### src/rtl/uart_pkg.sv
// Shared types and helpers for the UART transmit path.
package uart_pkg;

   localparam int UART_DATA_W = 8;

   typedef enum logic [1:0] {
      S_IDLE,
      S_LAUNCH,
      S_WAIT
   } tx_pace_state_t;

   // Clocks per frame: 10 bits (start, 8 data, stop) of two half-bits each, plus idle guard.
   function automatic logic [31:0] frame_clks(input int unsigned half_bit, input int unsigned guard);
      return 32'(20 * half_bit + guard);
   endfunction

endpackage

### src/rtl/sync_fifo.sv
// Single-clock FIFO with occupancy count; head word is presented combinationally.
module sync_fifo #(
   parameter  int WIDTH = 8,
   parameter  int DEPTH = 16,
   localparam int AW    = $clog2(DEPTH)
) (
   input  logic             clk,
   input  logic             rst,
   input  logic [WIDTH-1:0] wr_data,
   input  logic             wr_en,
   input  logic             pop,
   output logic [WIDTH-1:0] rd_data,
   output logic [AW:0]      count,
   output logic             full
);

   logic [WIDTH-1:0] mem [DEPTH];
   logic [AW-1:0]    wr_ptr;
   logic [AW-1:0]    rd_ptr;
   logic             wr_acc;
   logic             rd_acc;

   // A full FIFO refuses writes even if a pop happens in the same cycle.
   assign full    = (count == (AW+1)'(DEPTH));
   assign wr_acc  = wr_en && !full;
   assign rd_acc  = pop && (count != '0);
   assign rd_data = mem[rd_ptr];

   // Storage array; contents need no reset since count gates every read.
   always_ff @(posedge clk) begin
      if (wr_acc) mem[wr_ptr] <= wr_data;
   end

   // Pointers wrap naturally at DEPTH (power of two); count tracks net push/pop.
   always_ff @(posedge clk) begin
      if (rst) begin
         wr_ptr <= '0;
         rd_ptr <= '0;
         count  <= '0;
      end else begin
         if (wr_acc) wr_ptr <= wr_ptr + AW'(1);
         if (rd_acc) rd_ptr <= rd_ptr + AW'(1);
         case ({wr_acc, rd_acc})
            2'b10:   count <= count + (AW+1)'(1);
            2'b01:   count <= count - (AW+1)'(1);
            default: count <= count;
         endcase
      end
   end

endmodule

### src/rtl/uart_tx_fifo.sv
// Byte queue plus frame pacer feeding a UART transmitter with a one-cycle start strobe.
module uart_tx_fifo
   import uart_pkg::*;
#(
   parameter  int CLK_PER_HALF_BIT = 5208,
   parameter  int DEPTH            = 16,
   parameter  int GUARD_CLKS       = 4,
   localparam int CW               = $clog2(DEPTH) + 1
) (
   input  logic                   clk,
   input  logic                   rst,
   input  logic [UART_DATA_W-1:0] wr_data,
   input  logic                   wr_en,
   output logic                   full,
   output logic [CW-1:0]          count,
   output logic                   overflow,
   input  logic                   ovf_clr,
   output logic                   tx_idle,
   output logic [UART_DATA_W-1:0] sdata,
   output logic                   tx_start
);

   // The transmitter gives no frame-long busy, so the pacer times each frame itself.
   localparam logic [31:0] FRAME_CLKS = frame_clks(CLK_PER_HALF_BIT, GUARD_CLKS);

   tx_pace_state_t         state;
   logic [31:0]            frame_cnt;
   logic [UART_DATA_W-1:0] head;
   logic                   pop;

   assign pop     = (state == S_IDLE) && (count != '0);
   assign tx_idle = (state == S_IDLE) && (count == '0);

   sync_fifo #(
      .WIDTH (UART_DATA_W),
      .DEPTH (DEPTH)
   ) u_fifo (
      .clk     (clk),
      .rst     (rst),
      .wr_data (wr_data),
      .wr_en   (wr_en),
      .pop     (pop),
      .rd_data (head),
      .count   (count),
      .full    (full)
   );

   // Pacing FSM: pop and strobe low for one cycle, then hold off for the rest of the frame.
   always_ff @(posedge clk) begin
      if (rst) begin
         state     <= S_IDLE;
         frame_cnt <= '0;
         sdata     <= '0;
         tx_start  <= 1'b1;
      end else begin
         case (state)
            S_IDLE: begin
               if (count != '0) begin
                  sdata     <= head;
                  tx_start  <= 1'b0;
                  frame_cnt <= FRAME_CLKS - 32'd1;
                  state     <= S_LAUNCH;
               end
            end
            S_LAUNCH: begin
               tx_start  <= 1'b1;
               frame_cnt <= frame_cnt - 32'd1;
               state     <= S_WAIT;
            end
            S_WAIT: begin
               if (frame_cnt == '0) state <= S_IDLE;
               else                 frame_cnt <= frame_cnt - 32'd1;
            end
            default: begin
               tx_start <= 1'b1;
               state    <= S_IDLE;
            end
         endcase
      end
   end

   // Sticky overflow; a dropped write in the same cycle as a clear keeps it set.
   always_ff @(posedge clk) begin
      if (rst)                 overflow <= 1'b0;
      else if (wr_en && full)  overflow <= 1'b1;
      else if (ovf_clr)        overflow <= 1'b0;
   end

endmodule
### config.mk
export PLATFORM = sky130hd
export DESIGN_NAME = uart_tx_fifo
export DESIGN_NICKNAME = d
export VERILOG_FILES = /design/src/rtl/uart_pkg.sv /design/src/rtl/sync_fifo.sv /design/src/rtl/uart_tx_fifo.sv
export SDC_FILE = /design/constraint.sdc
export NUM_CORES = 1
export LEC_CHECK = 0
export CAP_MARGIN = 20
export CELL_PAD_IN_SITES_DETAIL_PLACEMENT = 0
export CELL_PAD_IN_SITES_GLOBAL_PLACEMENT = 1
export CORE_UTILIZATION = 50
export CTS_CLUSTER_DIAMETER = 40
export DETAILED_ROUTE_END_ITERATION = 7
export PLACE_DENSITY_LB_ADDON = 0.1
export SLEW_MARGIN = 20
export SYNTH_ARGS = -nofsm -noshare
export SYNTH_HDL_FRONTEND = slang
export SYNTH_SLANG_ARGS = --single-unit
### constraint.sdc
create_clock -name clk -period 6.24 [get_ports clk]
set_input_delay 1.56 -clock clk [delete_from_list [all_inputs] [get_ports clk]]
set_output_delay 1.56 -clock clk [all_outputs]
set_load 0.005 [all_outputs]
==> impl_results.md, run 1 <==
- Core Region: 15400 um2
- Hold crit path type: flip-flop to flip-flop
- Final Hold Violating Endpoints: 0
- CP arrival: 4.62 ns
- Share of cells above drive strength 1: 16.4%
- Run status: finished, final reports clean
- Full die area: 16400 um2
- Reg2Reg Launch Point: u_fifo.count[0]
- Setup TNS: 0 ns
- Setup bufs post-CTS: 0
- WS Path Type: primary input to flip-flop
- Lkg Pwr: 2.88 nW
- CTS H-tree depth: 4
- Post-route ant nets: 0
- Routed wire length per instance: 19.9 um
- Final wirelength: 16.2 mm
- Tot GR Track Use: 21.6%
- Final estimated routing congestion in global placement: 0.839
- Port Buffers: 28
- GRT met1 Usage: 29.0%
- WP data required: 6.56 ns
- Post-synthesis sequential area ratio: 62.5%
- Final period util: 68.9%
- CP max stage cell: a21boi_1
- # diodes: 0
- Number of flops mapped to enable cells by yosys: 128
- DP Area: 8440 um2
- Gates resized, CTS repair: 0
- Syn Nets: 593
- Worst Setup End Kind: flip-flop
- Largest stage delay on the critical path: 0.54 ns
- FF+latch area: 4990 um2
- CP Launch Point: wr_en
- Post-Syn Area: 7970 um2
- Initial drt markers: 355
- Final min period: 4.30 ns
- F_max: 233 MHz
- Vias in the first global route: 4736
- Clk buf depth: 2
- Io pins: 29
- Unique masters post-synth: 57
- Avg Synthesized Cell Area: 14.1 um2
- Most Used Layer, Global Route: met2
- Clock Skews: 0.00647 ns
- Clock Pin Slew Worst Setup and Hold Paths: 0.07 ns
- First-pass GRT wire length: 26.4 mm
- Pwr per Cell Area: 443 nW/um2
- Drt pass-1 iters: 7
- Max Slew Vio Count: 0
- Cells after Synth: 567
- Synth Flop Type: edfxtp_1
- M2 GR Usage: 34.8%
- Warning count from the yosys run: 0
- Row count: 45
- CTS tree: done
- Final Cell Area: 8990 um2
- Number of vias per cell: 5.86
- Clk root buf: clkbuf_16
- Worst Tran Pin Value: 0.878 ns
- Initial antenna violation count: 1
- Buf/Inv on CP: 2
- Met3 Use GR: 4.72%
- Critical path fanouts, max: 9
- Initial Util: 51.9%
- Rel. slew slack: 41.3%
- CTS Buf Count: 17
- Die X: 128 um
- FFs w/ async S/R, synth: 0%
- Residual DRC: 0
- Area Overhead vs Synth: 12.8%
- Final #Nets: 618
- Grt total ovfl: 0
- Fillers: 1221
- Peak supply drop: 0.225 mV
- Register bit count reported by yosys: 185
- Startpoint Class: primary input
- Max Cap Viol: 0
- Area of the multi-input gates: 2820 um2
- Number of clock sinks: 185
- Largest net degree at the start of global routing: 50
- Die Y: 128 um
- HP Start: sdata[5]
- Post-DP HPWL: 10.6 mm
- RSZ-0062 raised after global routing: no
- Critical Path, Cell by Cell: clkdlybuf4s50_1 > a21boi_1 > inv_1 > ha_1 > xor2_1 > ha_1 > or3b_2 > a21oi_1 > o21bai_1 > a21oi_1 > mux2_2
- Cell family with most CP delay: compound AO/OA/AOI/OAI gates
- Final setup fails: 0
- Worst skew pair latency: 0.43 ns
- CTS Hold Bufs: 0
- Vias after detailed routing: 4776
## logic make-up (layout without fill, tap and decap cells)
logic type,after synthesis,count (layout),synth area share (%)
flip-flops,185,185,62.5
buffers and inverters,41,78,2.10
XOR/XNOR,10,10,1.10
AND/OR/NAND/NOR,167,167,11.4
AO/OA/AOI/OAI,108,108,9.09
adder cells (fa/ha/maj),14,14,2.20
multiplexers,42,42,11.6
## tightest hold or removal path: cells and delay by family (launching register included)
| family | cells | cell delay (ns) |
|---|---|---|
| AO/OA/AOI/OAI | 1 | 0.05 |
| flip-flops | 1 | 0.32 |
| AND/OR/NAND/NOR | 1 | 0.05 |
## per-layer routing
layer / share of wire (%) / wire length [um]
met1: 45 / 7330
met2: 50 / 8050
met3: 4.0 / 654
met4: 1.2 / 197
met5: 0.049 / 8
## Yosys cell counts, types with 4 or more instances
cell type    n  share of area [%]
buf_2        5               0.31
nand2_1     31                1.5
clkbuf_1    19               0.89
or4_1       18                1.7
nor2_1      45                2.1
inv_1       10               0.47
o21ai_0     18                1.1
nand4_1      6               0.47
mux4_2      40                 11
ha_1        14                2.2
buf_1        5               0.24
nand2b_1     6               0.47
nand3_1      4               0.25
nor3_1      18                1.1
a311oi_1     5               0.55
or3_1       11               0.86
nor2b_1      8               0.63
a21oi_1     42                2.6
o31ai_1      9               0.85
a21oi_2      8               0.88
o41ai_1      6               0.66
dfxtp_1     57                 14
edfxtp_1   128                 48
xor2_1       8               0.88
## final timing paths
check / endpoint / slack [ns] / depth (start not counted)
setup / recovery: u_fifo.count[4] / 1.94 / 11
hold reg to reg: sdata[5] / 0.46 / 2
setup reg to reg: u_fifo.count[4] / 2.16 / 11
hold / removal: sdata[5] / 0.46 / 2
## metrics by stage
stage / hold WS [ns] / instances / total power, mW / setup slack [ns] / utilization (%)
final: 0.465 / 815 / 3.98 / 1.94 / 58.5
after detailed placement: 0.455 / 784 / 2.99 / 1.49 / 54.9
after global routing: 0.477 / 815 / 4.23 / 1.74 / 58.5
after CTS: 0.465 / 815 / 4.01 / 1.95 / 58.5
after floorplan: 0.450 / 567 / 2.58 / 2.18 / -
after global placement: 0.450 / 784 / 2.97 / 1.51 / 54.9
## state kept, by name (all words and copies together), names as in the netlist
name / count
u_fifo.count: 5
state: 2
u_fifo.wr_ptr: 4
frame_cnt: 32
u_fifo.rd_ptr: 4
overflow: 1
u_fifo.mem: 128
tx_start: 1
sdata: 8
## report_power, final
| part | switching, mW | total, mW | internal (mW) |
|---|---|---|---|
| clock network | 0.465 | 1.02 | 0.554 |
| logic | 0.812 | 1.41 | 0.594 |
| registers | 0.118 | 1.56 | 1.44 |
## cell usage in the layout, fill, tap and decap left out, types with 3 or more instances in the layout
cell type and count:
nor2b_1 8, nor2_1 45, nor4_1 3, clkdlybuf4s50_1 27, a21o_1 3, or3b_2 3
or4_1 18, mux4_2 40, inv_6 4, nand2_1 31, clkbuf_16 17, xor2_1 8
o21ai_0 18, nor3_1 18, ha_1 14, nand4_1 6, a311oi_1 5, dfxtp_1 56
edfxtp_1 128, a21oi_2 8, a21oi_1 42, o31ai_1 9, nand4b_1 3, o41ai_1 6
buf_4 8, inv_1 10, nand2b_1 6, or3_1 11, nand3_1 4
## area by class of cell
type	count	area share, %
Tap cell	211	2.94
Clock inverter	12	1.28
Inverter	11	0.459
Sequential cell	185	55.4
Timing Repair Buffer	36	3.73
Multi-Input combinational cell	341	31.3
Clock buffer	19	4.81
No activity file was read; power rests on OpenSTA's default activity.
==> inputs of run 2 (changes only) <==
Clock period 6.24 ns to 4 ns, I/O delays scaled along.
==> run 2 against run 1 <==
Compared with the run above: critical path depth rose by 1; utilization increased by 0.67 points; clock-buffer cell count shrank 2.
==> impl_results.md, run 2 (synthesis results as in run 1) <==
- Core Region: 15400 um2
- # diodes: 0
- Worst hold path endpoint: tx_start
- Gates resized, CTS repair: 0
- Rel. slew slack: 40.7%
- FF+latch area: 4990 um2
- Full die area: 16400 um2
- Clk root buf: clkbuf_16
- Critical path fanouts, max: 14
- Clk buf depth: 2
- Final #Nets: 626
- Final period util: 86.0%
- Largest net degree at the start of global routing: 36
- Reg2Reg Depth: 12
- Fillers: 1232
- Critical Path, Cell by Cell: or4_1 > o21ai_1 > buf_4 > inv_1 > ha_1 > xor2_1 > ha_1 > or3b_2 > a21oi_1 > o21bai_1 > a21oi_1 > mux2_2
- Number of vias per cell: 5.88
- Max Cap Viol: 0
- Pwr per Cell Area: 700 nW/um2
- Run status: finished, final reports clean
- Comb pwr share: 35.5%
- Port Buffers: 28
- Register share of total power: 38.1%
- Vias after detailed routing: 4843
- Worst Setup End Kind: flip-flop
- Initial antenna violation count: 0
- Post-route ant nets: 0
- Setup TNS: 0 ns
- WS Path Type: flip-flop to flip-flop
- Vias in the first global route: 4694
- Reg2Reg Launch Point: u_fifo.count[1]
- Top reg by flops: u_fifo.mem
- Most common cell after layout, fill and taps aside: edfxtp_1
- Hold path depth: 2
- Final Cell Area: 9090 um2
- CTS Hold Bufs: 0
- Share of cells above drive strength 1: 17.6%
- Worst skew pair latency: 0.42 ns
- Most frequent cells in the layout: edfxtp_1 (128), dfxtp_1 (56), nor2_1 (45)
- Die X: 128 um
- DP Cell Count: 792
- Startpoint Class: flip-flop
- CTS H-tree depth: 4
- Row count: 45
- RSZ-0062 raised after global routing: no
- Drt pass-1 iters: 5
- Area Overhead vs Synth: 14.1%
- Area of the multi-input gates: 2820 um2
- Clock Skews: 0.00747 ns
- CTS tree: done
- Met3 WL: 700 um
- Final min period: 3.44 ns
- Final setup fails: 0
- CTS Buf Count: 17
- Worst R2R End: u_fifo.count[4]
- Max Slew Vio Count: 0
- WP data required: 4.31 ns
- Sw Ratio: 34.8%
- P_sw: 2.22 mW
- Post-DP HPWL: 10.8 mm
- Die Y: 128 um
- CP arrival: 3.75 ns
- Largest stage delay on the critical path: 0.56 ns
- First-pass GRT wire length: 26.0 mm
- F_max: 291 MHz
- Tot GR Track Use: 21.6%
- Clk network pwr share: 26.4%
- HP Start: tx_start
- Peak supply drop: 0.349 mV
- Residual DRC: 0
- WL met1: 7.45 mm
- Internal cell power: 4.15 mW
- Final Hold Violating Endpoints: 0
- Max reg flops: 128
- Hold crit path type: flip-flop to flip-flop
- Number of clock sinks: 185
- Initial Util: 51.9%
- Final wirelength: 16.5 mm
- Setup bufs post-CTS: 0
- Io pins: 29
- Largest regs: u_fifo.mem: 128 flops, frame_cnt: 32 flops, sdata: 8 flops
- Met2 routed WL: 8.12 mm
- FF-to-FF setup slack: 0.56 ns
- Highest Signal Layer: met4
- Lkg Pwr: 2.94 nW
- Grt total ovfl: 0
- CP max stage cell: or4_1
- Post-route insts no fill: 824
- Initial drt markers: 345
- Clock Pin Slew Worst Setup and Hold Paths: 0.07 ns
- Worst Tran Pin Value: 0.886 ns
- Final estimated routing congestion in global placement: 0.790
- DP Area: 8500 um2
- Routed wire length per instance: 20.0 um
run 2: cell count changes in the layout (fill, tap and decap cells not counted), moves of 2 or more:
cell,previous run,this run
inv_8,1,4
clkbuf_1,2,0
buf_4,8,16
clkinv_1,2,4
run 2: critical path, delay by kind of cell (launching register included):
family	cells	cell delay (ns)
buf+inv	2	0.39
fa+ha+maj	2	0.53
flops	1	0.39
xor+xnor	1	0.15
compound gates	4	0.52
simple gates	2	1.01
mux	1	0.34
run 2: worst max path at each step:
stage	endpoint	cells after the start	from	slack, ns
after global routing	u_fifo.count[4]	12	u_fifo.count[1]	0.35
final	u_fifo.count[4]	12	u_fifo.count[1]	0.56
after floorplan	u_fifo.count[4]	14	u_fifo.count[1]	0.22
after global placement	u_fifo.count[4]	11	wr_en	0.43
after CTS	u_fifo.count[4]	12	u_fifo.count[1]	0.55
after detailed placement	u_fifo.count[4]	11	wr_en	0.37
run 2: power groups by stage:
stage / combinational (mW) / sequential [mW] / clock, mW
finish: 2.26 / 2.43 / 1.68
global route: 2.49 / 2.46 / 1.79
CTS: 2.27 / 2.43 / 1.72
detailed placement: 2.26 / 2.47 / 0
global placement: 2.23 / 2.46 / 0
floorplan: 1.62 / 2.41 / 0
run 2: final cells by class:
type | count | area share [%]
sequential | 185 | 54.8
multi-input combinational | 341 | 31.0
clock buffer | 17 | 4.68
timing repair buffer | 44 | 4.35
tap | 211 | 2.90
clock inverter | 15 | 1.82
inverter | 11 | 0.454
run 2: stage by stage:
step	utilization, %	setup slack (ns)	hold WS (ns)	power (mW)
finish	59.2	0.562	0.461	6.36
global route	59.2	0.347	0.480	6.73
CTS	59.2	0.554	0.461	6.41
detailed placement	55.3	0.371	0.451	4.73
global placement	55.3	0.428	0.447	4.69
floorplan	-	0.222	0.450	4.03
run 2: layer usage:
metal	up-vias	track usage, %
met4	0	6.99
met3	19	5.05
met1	2439	29.1
li1	2289	-
met2	96	34.9
met5	-	0
